## src/rtl/multi_channel_down_timer_pkg.sv

```systemverilog
`default_nettype none
// ============================================================================
// Module   : multi_channel_down_timer_pkg
// Brief    : Shared constants and helpers for the multi-channel down timer.
// Revision : 1.0 - initial release
// ============================================================================
package multi_channel_down_timer_pkg;

    // Per-channel mode encoding
    localparam logic MODE_ONESHOT = 1'b0;
    localparam logic MODE_RELOAD  = 1'b1;

    // Width of the shared prescaler counter; never narrower than one bit
    function automatic int presc_width(input int prescale);
        return (prescale <= 1) ? 1 : $clog2(prescale);
    endfunction

endpackage
`default_nettype wire

```

## src/rtl/down_timer_channel.sv

```systemverilog
`default_nettype none
// ============================================================================
// Module   : down_timer_channel
// Brief    : One loadable down-counter with one-shot / auto-reload modes,
//            a one-cycle terminal-count pulse and a sticky done flag.
// Revision : 1.0 - initial release
// ============================================================================
module down_timer_channel #(
    parameter int WIDTH = 7
) (
    input  logic             clk,
    input  logic             reset,
    input  logic             tick,
    input  logic             load,
    input  logic [WIDTH-1:0] limit,
    input  logic             mode,
    input  logic             clear_done,
    output logic [WIDTH-1:0] Q,
    output logic             tc,
    output logic             done
);
    import multi_channel_down_timer_pkg::*;

    logic [WIDTH-1:0] q_q, q_d;
    logic [WIDTH-1:0] reload_q, reload_d;
    logic             armed_q, armed_d;
    logic             done_q, done_d;
    logic             tc_q, tc_d;

    // Next-state: load beats tick beats hold; completion beats clear_done
    always_comb begin
        q_d      = q_q;
        reload_d = reload_q;
        armed_d  = armed_q;
        done_d   = done_q;
        tc_d     = 1'b0;

        if (clear_done) begin
            done_d = 1'b0;
        end

        if (load) begin
            q_d      = limit;
            reload_d = limit;
            armed_d  = 1'b1;
            done_d   = 1'b0;
        end else if (tick && armed_q) begin
            if (q_q != '0) begin
                q_d = q_q - WIDTH'(1);
            end else begin
                // Terminal tick: the count at zero has been observed for one tick
                tc_d = 1'b1;
                if (mode == MODE_ONESHOT) begin
                    armed_d = 1'b0;
                    done_d  = 1'b1;
                end else begin
                    q_d = reload_q;
                end
            end
        end
    end

    // State registers with synchronous active-low reset
    always_ff @(posedge clk) begin
        if (!reset) begin
            q_q      <= '0;
            reload_q <= '0;
            armed_q  <= 1'b0;
            done_q   <= 1'b0;
            tc_q     <= 1'b0;
        end else begin
            q_q      <= q_d;
            reload_q <= reload_d;
            armed_q  <= armed_d;
            done_q   <= done_d;
            tc_q     <= tc_d;
        end
    end

    assign Q    = q_q;
    assign tc   = tc_q;
    assign done = done_q;

endmodule
`default_nettype wire

```

## src/rtl/multi_channel_down_timer.sv

```systemverilog
`default_nettype none
// ============================================================================
// Module   : multi_channel_down_timer
// Brief    : CHANNELS independent down-counters sharing an enable-gated
//            prescaler that produces the common count tick.
// Revision : 1.0 - initial release
// ============================================================================
module multi_channel_down_timer #(
    parameter int WIDTH    = 7,
    parameter int CHANNELS = 4,
    parameter int PRESCALE = 1
) (
    input  logic                      clk,
    input  logic                      reset,
    input  logic                      en,
    input  logic [CHANNELS-1:0]       load,
    input  logic [CHANNELS*WIDTH-1:0] limit,
    input  logic [CHANNELS-1:0]       mode,
    input  logic [CHANNELS-1:0]       clear_done,
    output logic [CHANNELS*WIDTH-1:0] Q,
    output logic [CHANNELS-1:0]       tc,
    output logic [CHANNELS-1:0]       done
);
    import multi_channel_down_timer_pkg::*;

    localparam int            PW      = presc_width(PRESCALE);
    localparam logic [PW-1:0] PS_LAST = PW'(PRESCALE - 1);

    logic [PW-1:0] pcount_q, pcount_d;
    logic          tick;

    // Tick fires on the last enabled cycle of each prescaler period
    assign tick = en && (pcount_q == PS_LAST);

    // Prescaler next-state: advances only while enabled, wraps after PS_LAST
    always_comb begin
        pcount_d = pcount_q;
        if (en) begin
            pcount_d = (pcount_q == PS_LAST) ? '0 : pcount_q + PW'(1);
        end
    end

    // Prescaler register
    always_ff @(posedge clk) begin
        if (!reset) begin
            pcount_q <= '0;
        end else begin
            pcount_q <= pcount_d;
        end
    end

    for (genvar i = 0; i < CHANNELS; i++) begin : g_ch
        down_timer_channel #(
            .WIDTH (WIDTH)
        ) u_channel (
            .clk        (clk),
            .reset      (reset),
            .tick       (tick),
            .load       (load[i]),
            .limit      (limit[i*WIDTH +: WIDTH]),
            .mode       (mode[i]),
            .clear_done (clear_done[i]),
            .Q          (Q[i*WIDTH +: WIDTH]),
            .tc         (tc[i]),
            .done       (done[i])
        );
    end

endmodule
`default_nettype wire

```

## config.mk

```make
export PLATFORM = sky130hd
export DESIGN_NAME = multi_channel_down_timer
export DESIGN_NICKNAME = d
export VERILOG_FILES = /design/src/rtl/multi_channel_down_timer_pkg.sv /design/src/rtl/down_timer_channel.sv /design/src/rtl/multi_channel_down_timer.sv
export SDC_FILE = /design/constraint.sdc
export NUM_CORES = 1
export LEC_CHECK = 0
export ABC_CLOCK_PERIOD_IN_PS = 2100
export BUFFER_PORTS_ARGS = -buffer_cell sky130_fd_sc_hd__buf_2
export CORE_ASPECT_RATIO = 0.75
export CORE_MARGIN = 3
export CORE_UTILIZATION = 40
export CTS_CLUSTER_DIAMETER = 150
export CTS_CLUSTER_SIZE = 16
export DETAILED_ROUTE_END_ITERATION = 8
export GPL_TIMING_DRIVEN = 0
export PLACE_DENSITY = 0.58
export SLEW_MARGIN = 0
export SYNTH_ARGS = -nofsm -noshare
export SYNTH_HDL_FRONTEND = slang
export SYNTH_SLANG_ARGS = --single-unit
```

## constraint.sdc

```tcl
create_clock -name clk -period 2.1 [get_ports clk]
set_input_delay 0.42 -clock clk [delete_from_list [all_inputs] [get_ports clk]]
set_output_delay 0.42 -clock clk [all_outputs]
set_load 0.01 [all_outputs]
```

==> results of run 1 <==
## stage by stage
stage,utilization (%),setup TNS (ns),cell area [sq um]
6_report,51.0,0,4390
4_1_cts,51.0,0,4380
3_5_place_dp,47.8,-0.0114,4110
5_1_grt,51.0,0,4390
2_1_floorplan,-,0,3590
3_3_place_gp,47.8,0,4110
## routing by layer
layer | vias to the layer above | track usage (%) | share of wire [%]
met4 | 0 | 6.40 | 0.78
li1 | 1740 | - | -
met2 | 113 | 31.0 | 44
met3 | 11 | 5.04 | 6.1
met5 | - | 0 | 0
met1 | 1701 | 29.5 | 49
## critical path: stages, from the launching register on
cell     delay, ns
dfxtp_1       0.35
inv_1         0.15
ha_1          0.22
nor3b_1       0.44
a31oi_1       0.32
o21ai_0       0.25
a31oi_1       0.07
## sequential cells by signal, summed over array words and instances, names as in the netlist
register / cells
g_ch.u_channel.armed_q: 4
g_ch.u_channel.tc: 4
g_ch.u_channel.reload_q: 28
g_ch.u_channel.done: 4
g_ch.u_channel.Q: 28
## cells in the final DEF (no fill, tap or decap), types with 4 or more instances in the layout
cell type  instances
a31oi_1           17
inv_1             20
o21ai_0           22
a21oi_1           36
mux2_2             4
o31ai_1            5
o211ai_1          12
mux2i_1           17
nor2b_1            5
clkbuf_16          9
a211oi_1           7
nor2_1            27
buf_4              8
clkinv_2           6
nand2_1           44
clkbuf_1          13
nand3_1            8
dfxtp_1           68
ha_1               8
nand2b_1           9
or4_1              4
or3_1              4
xnor2_1            9
nor3b_1            7
buf_2             80
buf_1              5
nor3_1             8
## repair_timing
| item | 4_1_cts | 5_1_grt |
|---|---|---|
| hold buffers | 0 | 0 |
| setup endpoints to repair | 1 | 1 |
| gates resized for setup | 1 | 1 |
## cell families (layout without fill, tap and decap cells)
family,after synthesis,in the layout,synth area share [%]
xor+xnor,12,12,2.93
simple gates,135,135,19.8
mux,21,21,5.99
flops,68,68,37.9
fa+ha+maj,8,8,2.79
buf+inv,51,143,6.30
compound gates,132,132,24.3
## cell type report
type                       count  area share, %
buffer                        30           3.37
clock inverter                 6          0.685
inverter                      21           1.80
sequential                    68           31.0
timing repair buffer          76           8.67
clock buffer                  10           5.45
multi-input combinational    308           45.9
tap                          108           3.08
## final timing paths
| path | startpoint | endpoint | slack, ns | depth (start not counted) |
|---|---|---|---|---|
| max | g_ch[2].u_channel.Q[0]$_SDFFE_PN0P_ | g_ch[2].u_channel.Q[2]$_SDFFE_PN0P_ | 0.14 | 6 |
| min | limit[22] | g_ch[3].u_channel.reload_q[1]$_SDFFE_PN0P_ | 0.34 | 3 |
| min reg2reg | g_ch[2].u_channel.reload_q[6]$_SDFFE_PN0P_ | g_ch[2].u_channel.reload_q[6]$_SDFFE_PN0P_ | 0.46 | 2 |
| max reg2reg | g_ch[2].u_channel.Q[0]$_SDFFE_PN0P_ | g_ch[2].u_channel.Q[2]$_SDFFE_PN0P_ | 0.14 | 6 |
## synthesized netlist by cell type, drive strengths merged, types with 3 or more instances
| master | count |
|---|---|
| a211oi | 7 |
| a21oi | 36 |
| a31oi | 17 |
| a32oi | 3 |
| and2 | 3 |
| buf | 17 |
| clkbuf | 13 |
| dfxtp | 68 |
| ha | 8 |
| inv | 20 |
| mux2 | 4 |
| mux2i | 17 |
| nand2 | 44 |
| nand2b | 9 |
| nand3 | 8 |
| nor2 | 27 |
| nor2b | 6 |
| nor3 | 8 |
| nor3b | 7 |
| nor4 | 7 |
| o211ai | 12 |
| o21ai | 23 |
| o31ai | 5 |
| o32ai | 3 |
| or3 | 4 |
| or4 | 4 |
| xnor2 | 9 |
| xor2 | 3 |
## power by group
group          switching [mW]  internal, mW  leakage (nW)
Sequential              0.111          1.38         0.561
Combinational           0.469         0.353          1.15
Clock                   0.569         0.818         0.142
Total                    1.15          2.55          1.85
==> flow_metrics.tcl, run 1 <==
set metrics [dict create \
    first_pass_iters 5 \
    dpl_worst_slack_ns -0.0114 \
    min_period_ns 1.96 \
    endpoint_kind "register" \
    grt_remaining_overflow 0 \
    synth_cell_types 61 \
    pin_count_of_the_biggest_net_entering_global_routing 12 \
    netlist_instances 427 \
    wirelength_per_cell_um 16.8 \
    ys_seq_elements 68 \
    port-buffer-count 76 \
    final_setup_viols 0 \
    seq_area_frac_synth_pct 37.9 \
    slew_violations 0 \
    layout.area.seq_sq_mm 0.00136 \
    power.total_mw 3.70 \
    areaGrowthSynthToFinish_pct 22.1 \
    synth_top_flop_cell "dfxtp_1" \
    num_io_pins 79 \
    wirelength_um 10500 \
    die_w_um 115 \
    total_area_of_multi_input_combinational_cells_sq_mm 0.00201 \
    design.core.area_sq_mm 0.00860 \
    dp.final_hpwl_um 7420 \
    ys.warnings.count 0 \
    clock_skew_ns 0.00443 \
    finalNonFillerCells 627 \
    ys_top_cells_by_area "dfxtp_1 38%, a21oi_1 5.0%, mux2i_1 4.7%" \
    number_of_global_route_vias_before_repair 3353 \
    clk_latency_ns 0.33 \
    route.vias.total 3565 \
    asyncSetResetFlopFracSynth_pct 0 \
    placedCellCount 611 \
    mappedNetlistArea_sq_mm 0.00359 \
    min_period_over_period_pct 93.4 \
    clk_transition_reported_paths_ns 0.06 \
    synth_edf_count 0 \
    mean_area_per_synthesized_cell_sq_um 8.41 \
    buffer_type_at_the_clock_tree_root "clkbuf_16" \
    grt_first_pass_wirelength_um 16700 \
    placementRows 29 \
    tightestPinTransition_ns 0.752 \
    critical_path.max_fanout 6 \
    max_clock_freq_mhz 510 \
    die-area_sq_mm 0.0102 \
    grt_util_all_layers_pct 20.7 \
    detailedRoute.firstIterationViolations 209 \
    detail-route-antenna-nets 0 \
    p_per_area_mw_per_mm2 844 \
    cts_setup_buffers 0 \
    timing.slew.headroom_pct 49.9 \
    final_layout_size_suffix_gt1_share_pct 22.7 \
    hold_class "input port to register" \
    result_of_the_run "finished clean" \
    cts_max_level 3 \
    syn-num-nets 478 \
    synthDominantAreaCellType "dfxtp_1" \
    initial_core_util_pct 41.8 \
    drt-vias-per-instance 5.69 \
    chipHeight_um 88.1 \
    cts_buffers 9 \
    num-nets-final 565 \
    vdd_ir_drop_max_uv 481 \
    timing.max_cap.violations 0 \
    tritoncts_num_sinks 68 \
    hold_slack_ns 0.342 \
    antenna_cells_inserted 0 \
    timing_hold_violations_final 0 \
    maximum_root_to_sink_buffer_count 2 \
    rsz0062_at_grt "no" \
    worst-endpoint-required_ns 2.28 \
    worstSetupStartpointType "register" \
    critPathArrivalTime_ns 2.14 \
    cts_tree "yes" \
    antenna_violations_before_repair 0 \
    fill_cells 867 \
    detail_route.drc_violations 0 \
    gp_routability_congestion 0.853 \
    postLayoutSetupSlackWorst_ns 0.138 \
    power.leakage_nw 1.85 \
    synth_top_area_share_pct 37.9 \
    timing.setup.critical_path_class "register to register" \
]
No activity file was read; power rests on OpenSTA's default activity.
==> run 2, diff against run 1 <==
PLACE_DENSITY = not set   (was 0.58)
==> run 2 against run 1 <==
Effect of this change: non-clock buffer count stayed put; cell area is 0.17% lower; critical endpoint is now g_ch[0].u_channel.Q[4]$_SDFFE_PN0P_; worst setup slack better by 0.032 ns; critical path type unchanged; largest power group unchanged.
==> flow_metrics.tcl, run 2 (synthesis results as in run 1) <==
set metrics [dict create \
    result_of_the_run "finished clean" \
    clk_transition_reported_paths_ns 0.05 \
    detail-route-antenna-nets 0 \
    timing.slew.headroom_pct 54.1 \
    min_period_over_period_pct 91.9 \
    cts_tree "yes" \
    buffer_type_at_the_clock_tree_root "clkbuf_16" \
    timing.setup.critical_path_class "register to register" \
    worst_r2r_startpoint "g_ch[0].u_channel.Q[0]$_SDFFE_PN0P_" \
    regToRegSetupSlack_ns 0.17 \
    worstSetupStartpointType "register" \
    die_w_um 115 \
    final_area_sq_mm 0.00438 \
    placedCellCount 611 \
    finalNonFillerCells 627 \
    areaGrowthSynthToFinish_pct 21.9 \
    rsz0062_at_grt "no" \
    critical_path.max_fanout 6 \
    vdd_ir_drop_max_uv 541 \
    layout_common_cells "80 x buf_2, 68 x dfxtp_1, 44 x nand2_1" \
    crit_path_cell_trace "inv_1 -> ha_1 -> nor2b_1 -> nand2_1 -> a211o_1 -> a31oi_1" \
    design.core.area_sq_mm 0.00860 \
    holdPathStages 3 \
    chipHeight_um 88.1 \
    wirelength_per_cell_um 16.2 \
    min_to "g_ch[1].u_channel.reload_q[5]$_SDFFE_PN0P_" \
    holdCritStartpoint "limit[12]" \
    dpl_worst_slack_ns -0.00137 \
    dp.final_hpwl_um 7270 \
    clk_latency_ns 0.33 \
    tightestPinTransition_ns 0.689 \
    cp_top_family "simple AND/OR/NAND/NOR gates" \
    dpl-instance-area_sq_mm 0.00411 \
    die-area_sq_mm 0.0102 \
    maximum_root_to_sink_buffer_count 2 \
    clock_skew_ns 0.00207 \
    critPathArrivalTime_ns 2.18 \
    final_layout_size_suffix_gt1_share_pct 21.8 \
    rr_endpoint "g_ch[0].u_channel.Q[4]$_SDFFE_PN0P_" \
    gp_routability_congestion 0.831 \
    antenna_cells_inserted 0 \
    timing_hold_violations_final 0 \
    power.leakage_nw 1.84 \
    final_setup_viols 0 \
    max_clock_freq_mhz 518 \
    cts_max_level 3 \
    crit_path_max_incr_delay_ns 0.39 \
    grt_first_pass_wirelength_um 16500 \
    layout.cells.most_common "buf_2" \
    drt-vias-per-instance 5.59 \
    grt_remaining_overflow 0 \
    cts_buffers 9 \
    placementRows 29 \
    wirelength_um 10200 \
    first_pass_iters 4 \
    worst_path_max_delay_cell "nor2b_1" \
    hold_class "input port to register" \
    route.vias.total 3504 \
    num_io_pins 79 \
    num-nets-final 565 \
    timing.max_cap.violations 0 \
    grt_util_all_layers_pct 20.5 \
    endpoint_kind "register" \
    initial_core_util_pct 41.8 \
    rr_worst_depth 6 \
    critPathBufInv 1 \
    p_per_area_mw_per_mm2 837 \
    min_period_ns 1.93 \
    detailedRoute.firstIterationViolations 215 \
    antenna_violations_before_repair 0 \
    postLayoutSetupSlackWorst_ns 0.171 \
    pin_count_of_the_biggest_net_entering_global_routing 11 \
    worst-endpoint-required_ns 2.35 \
    detail_route.drc_violations 0 \
    slew_violations 0 \
    final.setup.tns_ns 0 \
    tritoncts_num_sinks 68 \
    port-buffer-count 76 \
    number_of_global_route_vias_before_repair 3235 \
]
## run 2: cell count changes in the layout (fill, tap and decap cells not counted), sizes merged
cell | before | now
clkbuf | 23 | 27
clkinv | 7 | 3
## run 2: what timing repair did
item | 4_1_cts | 5_1_grt
endpoints found under the setup margin | 1 | 0
resized for setup | 1 | 0
endpoints found under the hold margin | 0 | 0
setup buffers | 0 | 0
hold buffers | 0 | 0
## run 2: worst max-delay path by stage
stage	startpoint	end	cells after the start
2_1_floorplan	g_ch[0].u_channel.Q[0]$_SDFFE_PN0P_	g_ch[0].u_channel.Q[3]$_SDFFE_PN0P_	6
3_3_place_gp	g_ch[0].u_channel.Q[0]$_SDFFE_PN0P_	g_ch[0].u_channel.Q[3]$_SDFFE_PN0P_	6
3_5_place_dp	g_ch[0].u_channel.Q[0]$_SDFFE_PN0P_	g_ch[0].u_channel.Q[3]$_SDFFE_PN0P_	6
4_1_cts	g_ch[0].u_channel.Q[0]$_SDFFE_PN0P_	g_ch[0].u_channel.Q[4]$_SDFFE_PN0P_	6
5_1_grt	g_ch[2].u_channel.Q[0]$_SDFFE_PN0P_	g_ch[2].u_channel.armed_q$_SDFFE_PN0P_	6
6_report	g_ch[0].u_channel.Q[0]$_SDFFE_PN0P_	g_ch[0].u_channel.Q[4]$_SDFFE_PN0P_	6
## run 2: power by group
part	internal (mW)	total [mW]	switching [mW]	leakage, nW
Clock	0.829	1.36	0.533	0.131
Combinational	0.352	0.815	0.464	1.14
Sequential	1.38	1.49	0.109	0.561
Total	2.56	3.67	1.11	1.84
## run 2: cell type report
type	count	area, sq um
Clock inverter	2	10.0
Sequential cell	68	1360
Multi-Input combinational cell	308	2010
Buffer	30	148
Inverter	21	78.8
Fill cell	846	4220
Tap cell	108	135
Timing Repair Buffer	76	380
Clock buffer	14	254
## run 2: worst register-to-register path: cells and delay by family (launching register included)
| family | cells | cell delay, ns |
|---|---|---|
| AND/OR/NAND/NOR | 2 | 0.67 |
| flip-flops | 1 | 0.36 |
| buffers and inverters | 1 | 0.13 |
| adder cells (fa/ha/maj) | 1 | 0.22 |
| AO/OA/AOI/OAI | 2 | 0.48 |
## run 2: metal layers
| layer | global-route usage (%) | vias to the layer above | part of all wire [%] |
|---|---|---|---|
| li1 | - | 1735 | - |
| met1 | 29.3 | 1658 | 50 |
| met2 | 30.5 | 98 | 43 |
| met3 | 4.90 | 13 | 5.7 |
| met4 | 6.72 | 0 | 1.3 |
| met5 | 0 | - | 0 |
## run 2: through the flow
step	hold WS (ns)	util, %	power [mW]
6_report	0.346	50.9	3.67
5_1_grt	0.364	50.9	3.87
4_1_cts	0.335	50.9	3.70
3_5_place_dp	0.450	47.8	2.32
3_3_place_gp	0.445	47.8	2.31
2_1_floorplan	0.433	-	2.06
==> run 3, diff against run 2 <==
RECOVER_POWER = 25   (was not set)
==> run 3 against run 2 <==
Effect of this change: clock skew about the same; combinational power about the same; largest power group unchanged; core utilization down 0.15 points; critical endpoint unchanged; largest cell class unchanged.
==> flow_metrics.tcl, run 3 (synthesis results as in run 1) <==
set metrics [dict create \
    fill_cells 852 \
    critPathArrivalTime_ns 2.19 \
    worst-endpoint-required_ns 2.36 \
    critical_path.max_fanout 6 \
    worst_path_max_delay_cell "nor2b_1" \
    routed_metal_1_wirelength_um 5070 \
    final_setup_viols 0 \
    grt_first_pass_wirelength_um 16500 \
    power.net_switching_mw 1.11 \
    pin_count_of_the_biggest_net_entering_global_routing 11 \
    detail-route-antenna-nets 0 \
    detailroute.wirelength.met2_um 4390 \
    die_w_um 115 \
    p_per_area_mw_per_mm2 840 \
    vdd_ir_drop_max_uv 542 \
    final_layout_size_suffix_gt1_share_pct 19.8 \
    dp.final_hpwl_um 7270 \
    cts_buffers 9 \
    holdBufCountCts 0 \
    max_clock_freq_mhz 518 \
    grt_util_all_layers_pct 20.5 \
    tightestPinTransition_ns 0.659 \
    dr_wl_met3_um 578 \
    finalNonFillerCells 627 \
    clk_transition_reported_paths_ns 0.05 \
    buffer_type_at_the_clock_tree_root "clkbuf_16" \
    final_area_sq_mm 0.00437 \
    wirelength_per_cell_um 16.3 \
    dpl-instance-area_sq_mm 0.00411 \
    num_io_pins 79 \
    worst_r2r_startpoint "g_ch[0].u_channel.Q[0]$_SDFFE_PN0P_" \
    crit_path_cell_trace "inv_1 -> ha_1 -> nor2b_1 -> nand2_1 -> a211o_1 -> a31oi_1" \
    combinationalPowerShare_pct 22.2 \
    chipHeight_um 88.1 \
    timing.max_cap.violations 0 \
    cts_max_level 3 \
    power_share_of_the_clock_group_pct 37.1 \
    crit_path_max_incr_delay_ns 0.38 \
    num-nets-final 565 \
    power.total_mw 3.67 \
    layout_common_cells "70 x buf_2, 68 x dfxtp_1, 44 x nand2_1" \
    endpoint_kind "register" \
    holdPathStages 3 \
    first_pass_iters 4 \
    route.top_layer_used "met4" \
    cts_setup_buffers 0 \
    min_to "g_ch[1].u_channel.reload_q[5]$_SDFFE_PN0P_" \
    number_of_global_route_vias_before_repair 3235 \
    power_report.internal_total_mw 2.56 \
    clock_skew_ns 0.00225 \
    cts_resized 1 \
    route.vias.total 3521 \
    sequential_power_share_pct 40.7 \
    placementRows 29 \
    initial_core_util_pct 41.8 \
    worstSetupStartpointType "register" \
    switching_share_pct 30.2 \
    rr_worst_depth 6 \
    min_period_ns 1.93 \
    slew_violations 0 \
    grt_remaining_overflow 0 \
    antenna_cells_inserted 0 \
    wirelength_um 10200 \
    power.leakage_nw 1.80 \
    startpoint "g_ch[0].u_channel.Q[0]$_SDFFE_PN0P_" \
    dpl_worst_slack_ns -0.00137 \
    design.core.area_sq_mm 0.00860 \
    clk_latency_ns 0.33 \
    maximum_root_to_sink_buffer_count 2 \
    rsz0062_at_grt "no" \
    detailedRoute.firstIterationViolations 229 \
    placedCellCount 611 \
    result_of_the_run "finished clean" \
    gp_routability_congestion 0.831 \
    cts_tree "yes" \
    tritoncts_num_sinks 68 \
    port-buffer-count 76 \
    postLayoutSetupSlackWorst_ns 0.169 \
    timing.slew.headroom_pct 56.1 \
    hold_class "input port to register" \
    regToRegSetupSlack_ns 0.17 \
    detail_route.drc_violations 0 \
    timing_hold_violations_final 0 \
    areaGrowthSynthToFinish_pct 21.6 \
    timing.setup.critical_path_class "register to register" \
    rr_endpoint "g_ch[0].u_channel.Q[4]$_SDFFE_PN0P_" \
    antenna_violations_before_repair 0 \
    holdCritStartpoint "limit[12]" \
    die-area_sq_mm 0.0102 \
    layout.cells.most_common "buf_2" \
    min_period_over_period_pct 91.9 \
    drt-vias-per-instance 5.62 \
]
## run 3: changes by cell type in the layout (fill, tap and decap cells not counted)
cell / previous run / this run
clkbuf_1: 17 / 29
buf_2: 80 / 70
buf_1: 5 / 3
## run 3: how the worst max path moves through the flow
stage	endpoint	depth (start not counted)
after CTS	g_ch[0].u_channel.Q[4]$_SDFFE_PN0P_	6
final	g_ch[0].u_channel.Q[4]$_SDFFE_PN0P_	6
after detailed placement	g_ch[0].u_channel.Q[3]$_SDFFE_PN0P_	6
after global placement	g_ch[0].u_channel.Q[3]$_SDFFE_PN0P_	6
after floorplan	g_ch[0].u_channel.Q[3]$_SDFFE_PN0P_	6
after global routing	g_ch[2].u_channel.armed_q$_SDFFE_PN0P_	6
## run 3: per-layer routing
metal | up-vias | global-route usage, %
li1 | 1737 | -
met1 | 1653 | 29.3
met2 | 116 | 30.5
met3 | 15 | 4.90
met4 | 0 | 6.72
met5 | - | 0
## run 3: worst max-delay path, delay by kind of cell (launching register included)
| kind | cells | cell delay, ns |
|---|---|---|
| fa+ha+maj | 1 | 0.22 |
| simple gates | 2 | 0.66 |
| flops | 1 | 0.36 |
| compound gates | 2 | 0.48 |
| buf+inv | 1 | 0.13 |
## run 3: layout make-up
type / instances / area [sq um] / share of cell area, %
Timing Repair Buffer: 76 / 368 / 8.42
Multi-Input combinational cell: 308 / 2010 / 46.1
Buffer: 30 / 148 / 3.38
Clock buffer: 14 / 254 / 5.82
Clock inverter: 2 / 10.0 / 0.229
Tap cell: 108 / 135 / 3.09
Sequential cell: 68 / 1360 / 31.2
Inverter: 21 / 78.8 / 1.81
## run 3: stage by stage
| stage | hold slack (ns) | TNS [ns] | util [%] |
|---|---|---|---|
| floorplan | 0.433 | 0 | - |
| global placement | 0.445 | 0 | 47.8 |
| detailed placement | 0.450 | -0.00137 | 47.8 |
| CTS | 0.335 | 0 | 50.9 |
| global route | 0.364 | 0 | 50.8 |
| finish | 0.343 | 0 | 50.8 |
## run 3: power by group through the flow
stage               sequential (mW)  combinational [mW]  clock, mW
global route                   1.50               0.914       1.45
CTS                            1.49               0.813       1.40
global placement               1.51               0.798          0
detailed placement             1.52               0.803          0
floorplan                      1.51               0.550          0
finish                         1.49               0.814       1.36
